File: src/rtl/mem_bus_arbiter_if.sv
// Bus bundle between the two cache clients, the arbiter and the Sysbus DRAM port.
// The master modport is the environment side (caches and memory).
// The slave modport is the arbiter side.
interface mem_bus_arbiter_if #(
    parameter int unsigned BUS_DATA_WIDTH = 64,
    parameter int unsigned BUS_TAG_WIDTH  = 13
);
    // Client side, two clients packed side by side (client i in slice i)
    logic [1:0]                  c_reqcyc;
    logic [1:0]                  c_reqack;
    logic [2*BUS_DATA_WIDTH-1:0] c_req;
    logic [2*BUS_TAG_WIDTH-1:0]  c_reqtag;
    logic [1:0]                  c_respcyc;
    logic [1:0]                  c_respack;
    logic [BUS_DATA_WIDTH-1:0]   c_resp;
    logic [BUS_TAG_WIDTH-1:0]    c_resptag;

    // Memory side
    logic                        m_reqcyc;
    logic                        m_reqack;
    logic [BUS_DATA_WIDTH-1:0]   m_req;
    logic [BUS_TAG_WIDTH-1:0]    m_reqtag;
    logic                        m_respcyc;
    logic                        m_respack;
    logic [BUS_DATA_WIDTH-1:0]   m_resp;
    logic [BUS_TAG_WIDTH-1:0]    m_resptag;

    modport master (
        output c_reqcyc, c_req, c_reqtag, c_respack,
        output m_reqack, m_respcyc, m_resp, m_resptag,
        input  c_reqack, c_respcyc, c_resp, c_resptag,
        input  m_reqcyc, m_req, m_reqtag, m_respack
    );

    modport slave (
        input  c_reqcyc, c_req, c_reqtag, c_respack,
        input  m_reqack, m_respcyc, m_resp, m_resptag,
        output c_reqack, c_respcyc, c_resp, c_resptag,
        output m_reqcyc, m_req, m_reqtag, m_respack
    );
endinterface

File: src/rtl/mem_bus_arbiter.sv
// Round-robin arbiter sharing one DRAM port between the I-cache (client 0)
// and the D-cache (client 1); a grant is held for a whole response burst.
module mem_bus_arbiter #(
    parameter int unsigned BUS_DATA_WIDTH = 64,
    parameter int unsigned BUS_TAG_WIDTH  = 13,
    parameter int unsigned BURST_BEATS    = 8
) (
    input  logic               clk,
    input  logic               reset,
    mem_bus_arbiter_if.slave   bus
);
    localparam int unsigned DW     = BUS_DATA_WIDTH;
    localparam int unsigned TW     = BUS_TAG_WIDTH;
    localparam int unsigned BEAT_W = $clog2(BURST_BEATS);

    typedef enum logic [1:0] {
        IDLE = 2'd0,
        REQ  = 2'd1,
        RESP = 2'd2
    } state_e;

    state_e              state_q, state_d;
    logic                grant_q, grant_d;
    logic                last_grant_q, last_grant_d;
    logic [DW-1:0]       addr_q, addr_d;
    logic [TW-1:0]       tag_q, tag_d;
    logic [BEAT_W-1:0]   beat_q, beat_d;

    logic                win_c;
    logic [1:0]          reqack_c;
    logic [1:0]          respcyc_c;
    logic                respack_c;

    // Round-robin pick: a lone requester wins, a tie goes to the client not served last
    always_comb begin
        unique case (bus.c_reqcyc)
            2'b01:   win_c = 1'b0;
            2'b10:   win_c = 1'b1;
            2'b11:   win_c = ~last_grant_q;
            default: win_c = 1'b0;
        endcase
    end

    // State register with synchronous reset; reset also aborts an in-flight burst
    always_ff @(posedge clk) begin
        if (reset) begin
            state_q      <= IDLE;
            grant_q      <= 1'b0;
            last_grant_q <= 1'b1;
            addr_q       <= '0;
            tag_q        <= '0;
            beat_q       <= '0;
        end else begin
            state_q      <= state_d;
            grant_q      <= grant_d;
            last_grant_q <= last_grant_d;
            addr_q       <= addr_d;
            tag_q        <= tag_d;
            beat_q       <= beat_d;
        end
    end

    // Next-state and handshake steering
    always_comb begin
        state_d      = state_q;
        grant_d      = grant_q;
        last_grant_d = last_grant_q;
        addr_d       = addr_q;
        tag_d        = tag_q;
        beat_d       = beat_q;
        reqack_c     = 2'b00;
        respcyc_c    = 2'b00;
        respack_c    = 1'b0;

        unique case (state_q)
            IDLE: begin
                if (|bus.c_reqcyc) begin
                    grant_d = win_c;
                    addr_d  = win_c ? bus.c_req[2*DW-1:DW]    : bus.c_req[DW-1:0];
                    tag_d   = win_c ? bus.c_reqtag[2*TW-1:TW] : bus.c_reqtag[TW-1:0];
                    state_d = REQ;
                end
            end
            REQ: begin
                if (bus.m_reqack) begin
                    reqack_c[grant_q] = 1'b1;
                    beat_d            = '0;
                    state_d           = RESP;
                end
            end
            RESP: begin
                respcyc_c[grant_q] = bus.m_respcyc;
                respack_c          = bus.m_respcyc & bus.c_respack[grant_q];
                if (respack_c) begin
                    if (beat_q == BEAT_W'(BURST_BEATS - 1)) begin
                        beat_d       = '0;
                        last_grant_d = grant_q;
                        state_d      = IDLE;
                    end else begin
                        beat_d = beat_q + BEAT_W'(1);
                    end
                end
            end
            default: begin
                state_d = IDLE;
            end
        endcase
    end

    // Memory request side comes straight from the latched request registers
    assign bus.m_reqcyc  = (state_q == REQ);
    assign bus.m_req     = (state_q == REQ) ? addr_q : '0;
    assign bus.m_reqtag  = (state_q == REQ) ? tag_q  : '0;
    assign bus.m_respack = respack_c;

    // Client side: acks and response valid are steered to the granted client only
    assign bus.c_reqack  = reqack_c;
    assign bus.c_respcyc = respcyc_c;
    assign bus.c_resp    = (state_q == RESP) ? bus.m_resp    : '0;
    assign bus.c_resptag = (state_q == RESP) ? bus.m_resptag : '0;

endmodule

File: src/flat_wrapper.sv
// flat-port wrapper written by rule: the top's interface ports become plain ports
module mem_bus_arbiter_flat 
#(
    parameter int unsigned BUS_DATA_WIDTH = 64,
    parameter int unsigned BUS_TAG_WIDTH  = 13,
    parameter int unsigned BURST_BEATS    = 8
)
  (clk, reset, bus_c_reqcyc, bus_c_req, bus_c_reqtag, bus_c_respack, bus_m_reqack, bus_m_respcyc, bus_m_resp, bus_m_resptag, bus_c_reqack, bus_c_respcyc, bus_c_resp, bus_c_resptag, bus_m_reqcyc, bus_m_req, bus_m_reqtag, bus_m_respack);
  mem_bus_arbiter_if #(.BUS_DATA_WIDTH(BUS_DATA_WIDTH), .BUS_TAG_WIDTH(BUS_TAG_WIDTH)) bus_i ();
  input  logic clk;
  input  logic reset;
  input wire logic [$bits(bus_i.c_reqcyc)-1:0] bus_c_reqcyc;
  input wire logic [$bits(bus_i.c_req)-1:0] bus_c_req;
  input wire logic [$bits(bus_i.c_reqtag)-1:0] bus_c_reqtag;
  input wire logic [$bits(bus_i.c_respack)-1:0] bus_c_respack;
  input wire logic [$bits(bus_i.m_reqack)-1:0] bus_m_reqack;
  input wire logic [$bits(bus_i.m_respcyc)-1:0] bus_m_respcyc;
  input wire logic [$bits(bus_i.m_resp)-1:0] bus_m_resp;
  input wire logic [$bits(bus_i.m_resptag)-1:0] bus_m_resptag;
  output wire logic [$bits(bus_i.c_reqack)-1:0] bus_c_reqack;
  output wire logic [$bits(bus_i.c_respcyc)-1:0] bus_c_respcyc;
  output wire logic [$bits(bus_i.c_resp)-1:0] bus_c_resp;
  output wire logic [$bits(bus_i.c_resptag)-1:0] bus_c_resptag;
  output wire logic [$bits(bus_i.m_reqcyc)-1:0] bus_m_reqcyc;
  output wire logic [$bits(bus_i.m_req)-1:0] bus_m_req;
  output wire logic [$bits(bus_i.m_reqtag)-1:0] bus_m_reqtag;
  output wire logic [$bits(bus_i.m_respack)-1:0] bus_m_respack;
  assign bus_i.c_reqcyc = bus_c_reqcyc;
  assign bus_i.c_req = bus_c_req;
  assign bus_i.c_reqtag = bus_c_reqtag;
  assign bus_i.c_respack = bus_c_respack;
  assign bus_i.m_reqack = bus_m_reqack;
  assign bus_i.m_respcyc = bus_m_respcyc;
  assign bus_i.m_resp = bus_m_resp;
  assign bus_i.m_resptag = bus_m_resptag;
  assign bus_c_reqack = bus_i.c_reqack;
  assign bus_c_respcyc = bus_i.c_respcyc;
  assign bus_c_resp = bus_i.c_resp;
  assign bus_c_resptag = bus_i.c_resptag;
  assign bus_m_reqcyc = bus_i.m_reqcyc;
  assign bus_m_req = bus_i.m_req;
  assign bus_m_reqtag = bus_i.m_reqtag;
  assign bus_m_respack = bus_i.m_respack;
  mem_bus_arbiter #(.BUS_DATA_WIDTH(BUS_DATA_WIDTH), .BUS_TAG_WIDTH(BUS_TAG_WIDTH), .BURST_BEATS(BURST_BEATS)) u_core (.clk(clk), .reset(reset), .bus(bus_i));
endmodule
File: config.mk
export PLATFORM = sky130hd
export DESIGN_NAME = mem_bus_arbiter_flat
export DESIGN_NICKNAME = d
export VERILOG_FILES = /design/src/rtl/mem_bus_arbiter_if.sv /design/src/rtl/mem_bus_arbiter.sv /design/src/flat_wrapper.sv
export SDC_FILE = /design/constraint.sdc
export NUM_CORES = 1
export LEC_CHECK = 0
export ABC_AREA = 1
export CORE_AREA = 2 2 154 156
export CTS_BUF_LIST = sky130_fd_sc_hd__clkbuf_16
export DETAILED_ROUTE_END_ITERATION = 10
export DIE_AREA = 0 0 156 158
export PLACE_DENSITY = 0.57
export SETUP_SLACK_MARGIN = 0.1
export SYNTH_ARGS = -nofsm -noshare
export SYNTH_HDL_FRONTEND = slang
export SYNTH_SLANG_ARGS = --single-unit
File: constraint.sdc
create_clock -name clk -period 2.3 [get_ports clk]
set_input_delay 0.345 -clock clk [delete_from_list [all_inputs] [get_ports clk]]
set_output_delay 0.345 -clock clk [all_outputs]
set_load 0.05 [all_outputs]
# Yosys cells after proc, flatten, opt, wreduce, memory -nomap -nowiden
# Cells that the tools add are included.
# W data, S select, Z words.
# totals
rom_bits,0
n_memories,0
input_bits,239
out_inout_bits,160
wordCells,53
regBits,84
ramBits,0
latch_bits,0
# classes
n_mux,24
div,0
bitwise_logic,3
n_mul,0
magnitude_cmp,2
reduce_logical,8
add_sub_neg,1
shift,0
n_eq_ne,9
# ops
op,n
$mux W64,3
$mux W13,3
$mux W2,7
$mux W3,3
$eq A2 B2 Y1 const B,3
$ne A2 B1 Y1 const B,3
$pmux W2 S3,1
$pmux W3 S2,1
$reduce_and A3 Y1,2
$mux W1,4
$reduce_and A4 Y1,1
$add A3 B1 Y3 const B,1
$eq A3 B3 Y1 const B,1
$and A2 B2 Y2,1
$eq A2 B1 Y1 const B,1
$logic_not A2 Y1,1
$lt A1 B2 Y1 const B,1
$ne A2 B2 Y1 const B,1
$pmux W1 S2,1
$reduce_and A2 Y1,1
$reduce_bool A2 Y1,1
$reduce_or A2 Y1,1
$and A1 B1 Y1,1
$demux W1 S1,1
3 further kinds,3

# Depth between registers and ports, before layout
# logic_depth
word_depth,6
ltp_mapped,8
depth_no_buf,8

# Least setup slack after synthesis
# No wires, ideal clock.
# synth_timing
path_kind,reg2out
startpoint,register u_core.state_q[0]
endpoint,output port bus_m_req[33]
required_ns,1.955
arrival_ns,2.260
path_slack_ns,-0.305
stages_incl_launch_ff,7
n_path_buf,2
path_cell_list,dfxtp_1 > inv_2 > nor2_1 > inv_2 > buf_2 > buf_2 > nor2_1
# synth_between
elab_chain_cells,2
# synth_lines
element,line_no,source
from (decl),mem_bus_arbiter.sv:22,"state_e state_q, state_d;"
from (signal assigned),mem_bus_arbiter.sv:54,state_q <= state_d;
$eq A2 B1 Y1,-,
via bus_m_reqcyc,flat_wrapper.sv:24,output wire logic [$bits(bus_i.m_reqcyc)-1:0] bus_m_reqcyc;
$mux W64,mem_bus_arbiter.sv:112,assign bus.m_req = (state_q == REQ) ? addr_q : '0;
to (decl),flat_wrapper.sv:25,output wire logic [$bits(bus_i.m_req)-1:0] bus_m_req;
# The timed path passes the listed nets, and every way through them passes these cells.

# Final worst setup path
# layout_timing
startpoint,register u_core.state_q[1]
endpoint,output port bus_c_resp[55]
# layout_between
elab_chain_cells,2
# layout_lines
element,line_no,source
$eq A2 B2 Y1,mem_bus_arbiter.sv:119,assign bus.c_resp = (state_q == RESP) ? bus.m_resp : '0;
$mux W64,mem_bus_arbiter.sv:119,
to (decl),flat_wrapper.sv:22,output wire logic [$bits(bus_i.c_resp)-1:0] bus_c_resp;
# Every way passes these cells.

==> results_dict.tcl <==
set metrics [dict create \
    slew_viol_final 0 \
    final_common_cell "clkdlybuf4s50_1" \
    fin_ws_ns 0.174 \
    power_per_cell_area_nw_per_um2 560 \
    combPwrFrac_pct 44.4 \
    grt_util_all_layers_pct 18.9 \
    yosys_warnings 0 \
    start_util_pct 23.2 \
    synth_cell_types 23 \
    max-slew-margin-rel_pct 63.1 \
    dr.pass1.iters 4 \
    yosys-top-cells-area "dfxtp_1, nor2_1, inv_1" \
    overflow 0 \
    ios 399 \
    cts_tree "yes" \
    vias_per_cell 4.32 \
    drc 0 \
    rsz0062_at_grt "true" \
    die_h_um 158 \
    grt_pass1_wl_um 35500 \
    cts_sinks 84 \
    synth_cells 895 \
    endpoint_kind "output pin" \
    yosysSeqAreaShare_pct 31.5 \
    skew_ns 0.00895 \
    worstSkewPairLatency_ns 0.35 \
    critPathKind "flop to output pin" \
    nNetsFinal 1495 \
    worstPathArrival_ns 1.78 \
    clockBufferDepth 2 \
    fin_crit_sh_pct 92.5 \
    cts_root_buf "clkbuf_16" \
    final_cell_mix "clkdlybuf4s50_1, nor2_1, inv_1" \
    switchingPower_uw 2210 \
    p_int_uw 3710 \
    numCtsBuffers 9 \
    cts.clk_slew.worst_paths_ns 0.07 \
    startpoint_type "flop" \
    cts_setup_buffers 0 \
    ir_drop_uv 318 \
    grt_pass1_vias 6100 \
    drtAntennaViolNets 0 \
    dp_hpwl_um 18600 \
    core_um2 23100 \
    required_ns 1.96 \
    utilization_pct 45.9 \
    synth_top_area_share_pct 31.5 \
    synth_fp_nets 1136 \
    wirelength_um 24700 \
    fin_crit_ns 2.13 \
    hold_class "flop to flop" \
    synth_top_cell_by_area "dfxtp_1" \
    syn_area_um2 5340 \
    cts_htree_levels 3 \
    die_w_um 156 \
    dp_slack_ns 0.398 \
    p_leak_uw 0.00469 \
    setup_viol 0 \
    place_congestion 0.831 \
    grt_max_degree 78 \
    crit_fanout 73 \
    num_vias 6691 \
    timing.fmax_mhz 470 \
    maxCapViolCount 0 \
    switching_share_pct 37.4 \
    status "finished clean" \
    ys_ff_latch 84 \
    postSynthAreaPerCell_um2 5.97 \
    antenna_found_initial 1 \
    rows 56 \
    worstMarginPinSlew_ns 0.553 \
    area_delta_synth_final_pct 98.0 \
    layout-drive-gt1-share_pct 16.7 \
    sequentialPowerShare_pct 28.0 \
    wl_per_cell_um 15.9 \
    port_buffers 398 \
    clkPwrFrac_pct 27.5 \
    drt_iter0_drc 286 \
    dieArea_um2 24600 \
    final-hold-violation-count 0 \
]
==> per-layer routing <==
metal / global-route usage (%) / up-vias / wire, um
li1: - / 3440 / -
met5: 0 / - / 0
met1: 21.7 / 2957 / 10100
met3: 4.98 / 31 / 1810
met2: 33.9 / 263 / 12300
met4: 6.47 / 0 / 546
==> cells by family (layout without fill, tap and decap cells) <==
logic type,count (synthesis),count (layout),synth area share [%]
buffers and inverters,230,594,17.5
AOI/OAI and AO/OA,161,161,18.9
other,0,1,0
and+or+nand+nor,418,418,31.7
adders and majority gates,2,2,0.469
DFF,84,84,31.5
==> cell usage after synthesis <==
master    count
nor2_1      236
inv_1       159
nand2_1      91
dfxtp_1      84
nand3_1      84
a21oi_1      81
o21a_1       76
buf_2        28
clkbuf_1     27
buf_4         7
inv_2         6
buf_1         2
ha_1          2
nand4_1       2
nor3_1        2
a21oi_4       1
a31oi_1       1
buf_6         1
nand3_2       1
o21ai_0       1
o21ai_1       1
or2_0         1
or2_2         1
==> power groups by stage <==
stage / Sequential [uW] / Combinational (uW) / Clock (uW)
floorplan: 1680 / 1430 / 0
global placement: 1690 / 2630 / 0
detailed placement: 1690 / 2640 / 0
CTS: 1660 / 2650 / 1690
global route: 1670 / 2810 / 1760
finish: 1660 / 2630 / 1630
==> registers in the layout, summed over array words and instances (netlist names) <==
signal               cells
u_core.addr_q           64
u_core.tag_q            13
u_core.beat_q            3
u_core.state_q           2
u_core.grant_q           1
u_core.last_grant_q      1
==> per-stage QoR <==
stage	total power (uW)	setup TNS, ns	hold WS [ns]	instances	instance area [um2]
after detailed placement	4330	0	0.460	1533	10200
after CTS	6000	0	0.471	1549	10600
after floorplan	3110	-0.501	0.414	895	5350
after global placement	4320	0	0.459	1533	10200
after global routing	6240	0	0.498	1549	10600
final	5920	0	0.473	1550	10600
==> worst max-delay path: stages (launching register included) <==
cell and delay, ns:
dfxtp_1 0.43, inv_2 0.08, nor2_2 0.16, inv_2 0.12
buf_12 0.23, nor2_1 0.23, buf_12 0.17
==> path summary, 6_finish.rpt <==
check                                       start                end  slack, ns  cells after the start
worst max-delay path            u_core.state_q[1]     bus_c_resp[55]       0.17                      6
worst min-delay path             u_core.addr_q[1]   u_core.addr_q[1]       0.47                      2
worst max register to register  u_core.state_q[0]  u_core.state_q[0]       0.85                      6
worst min register to register   u_core.addr_q[1]   u_core.addr_q[1]       0.47                      2
==> cell type report <==
| type | instances | area [um2] |
|---|---|---|
| Sequential cell | 84 | 1680 |
| Fill cell | 2326 | 12500 |
| Timing Repair Buffer | 413 | 4820 |
| Clock inverter | 7 | 100 |
| Tap cell | 290 | 363 |
| Multi-Input combinational cell | 581 | 2760 |
| Antenna cell | 1 | 2.50 |
| Clock buffer | 9 | 225 |
| Inverter | 165 | 622 |
==> what timing repair did <==
action                     in CTS  in global routing
resized for setup               2                  5
setup endpoints to repair      43                 87
pin swaps                       0                  0
hold buffers                    0                  0
Power figures use the tool's default switching activity.
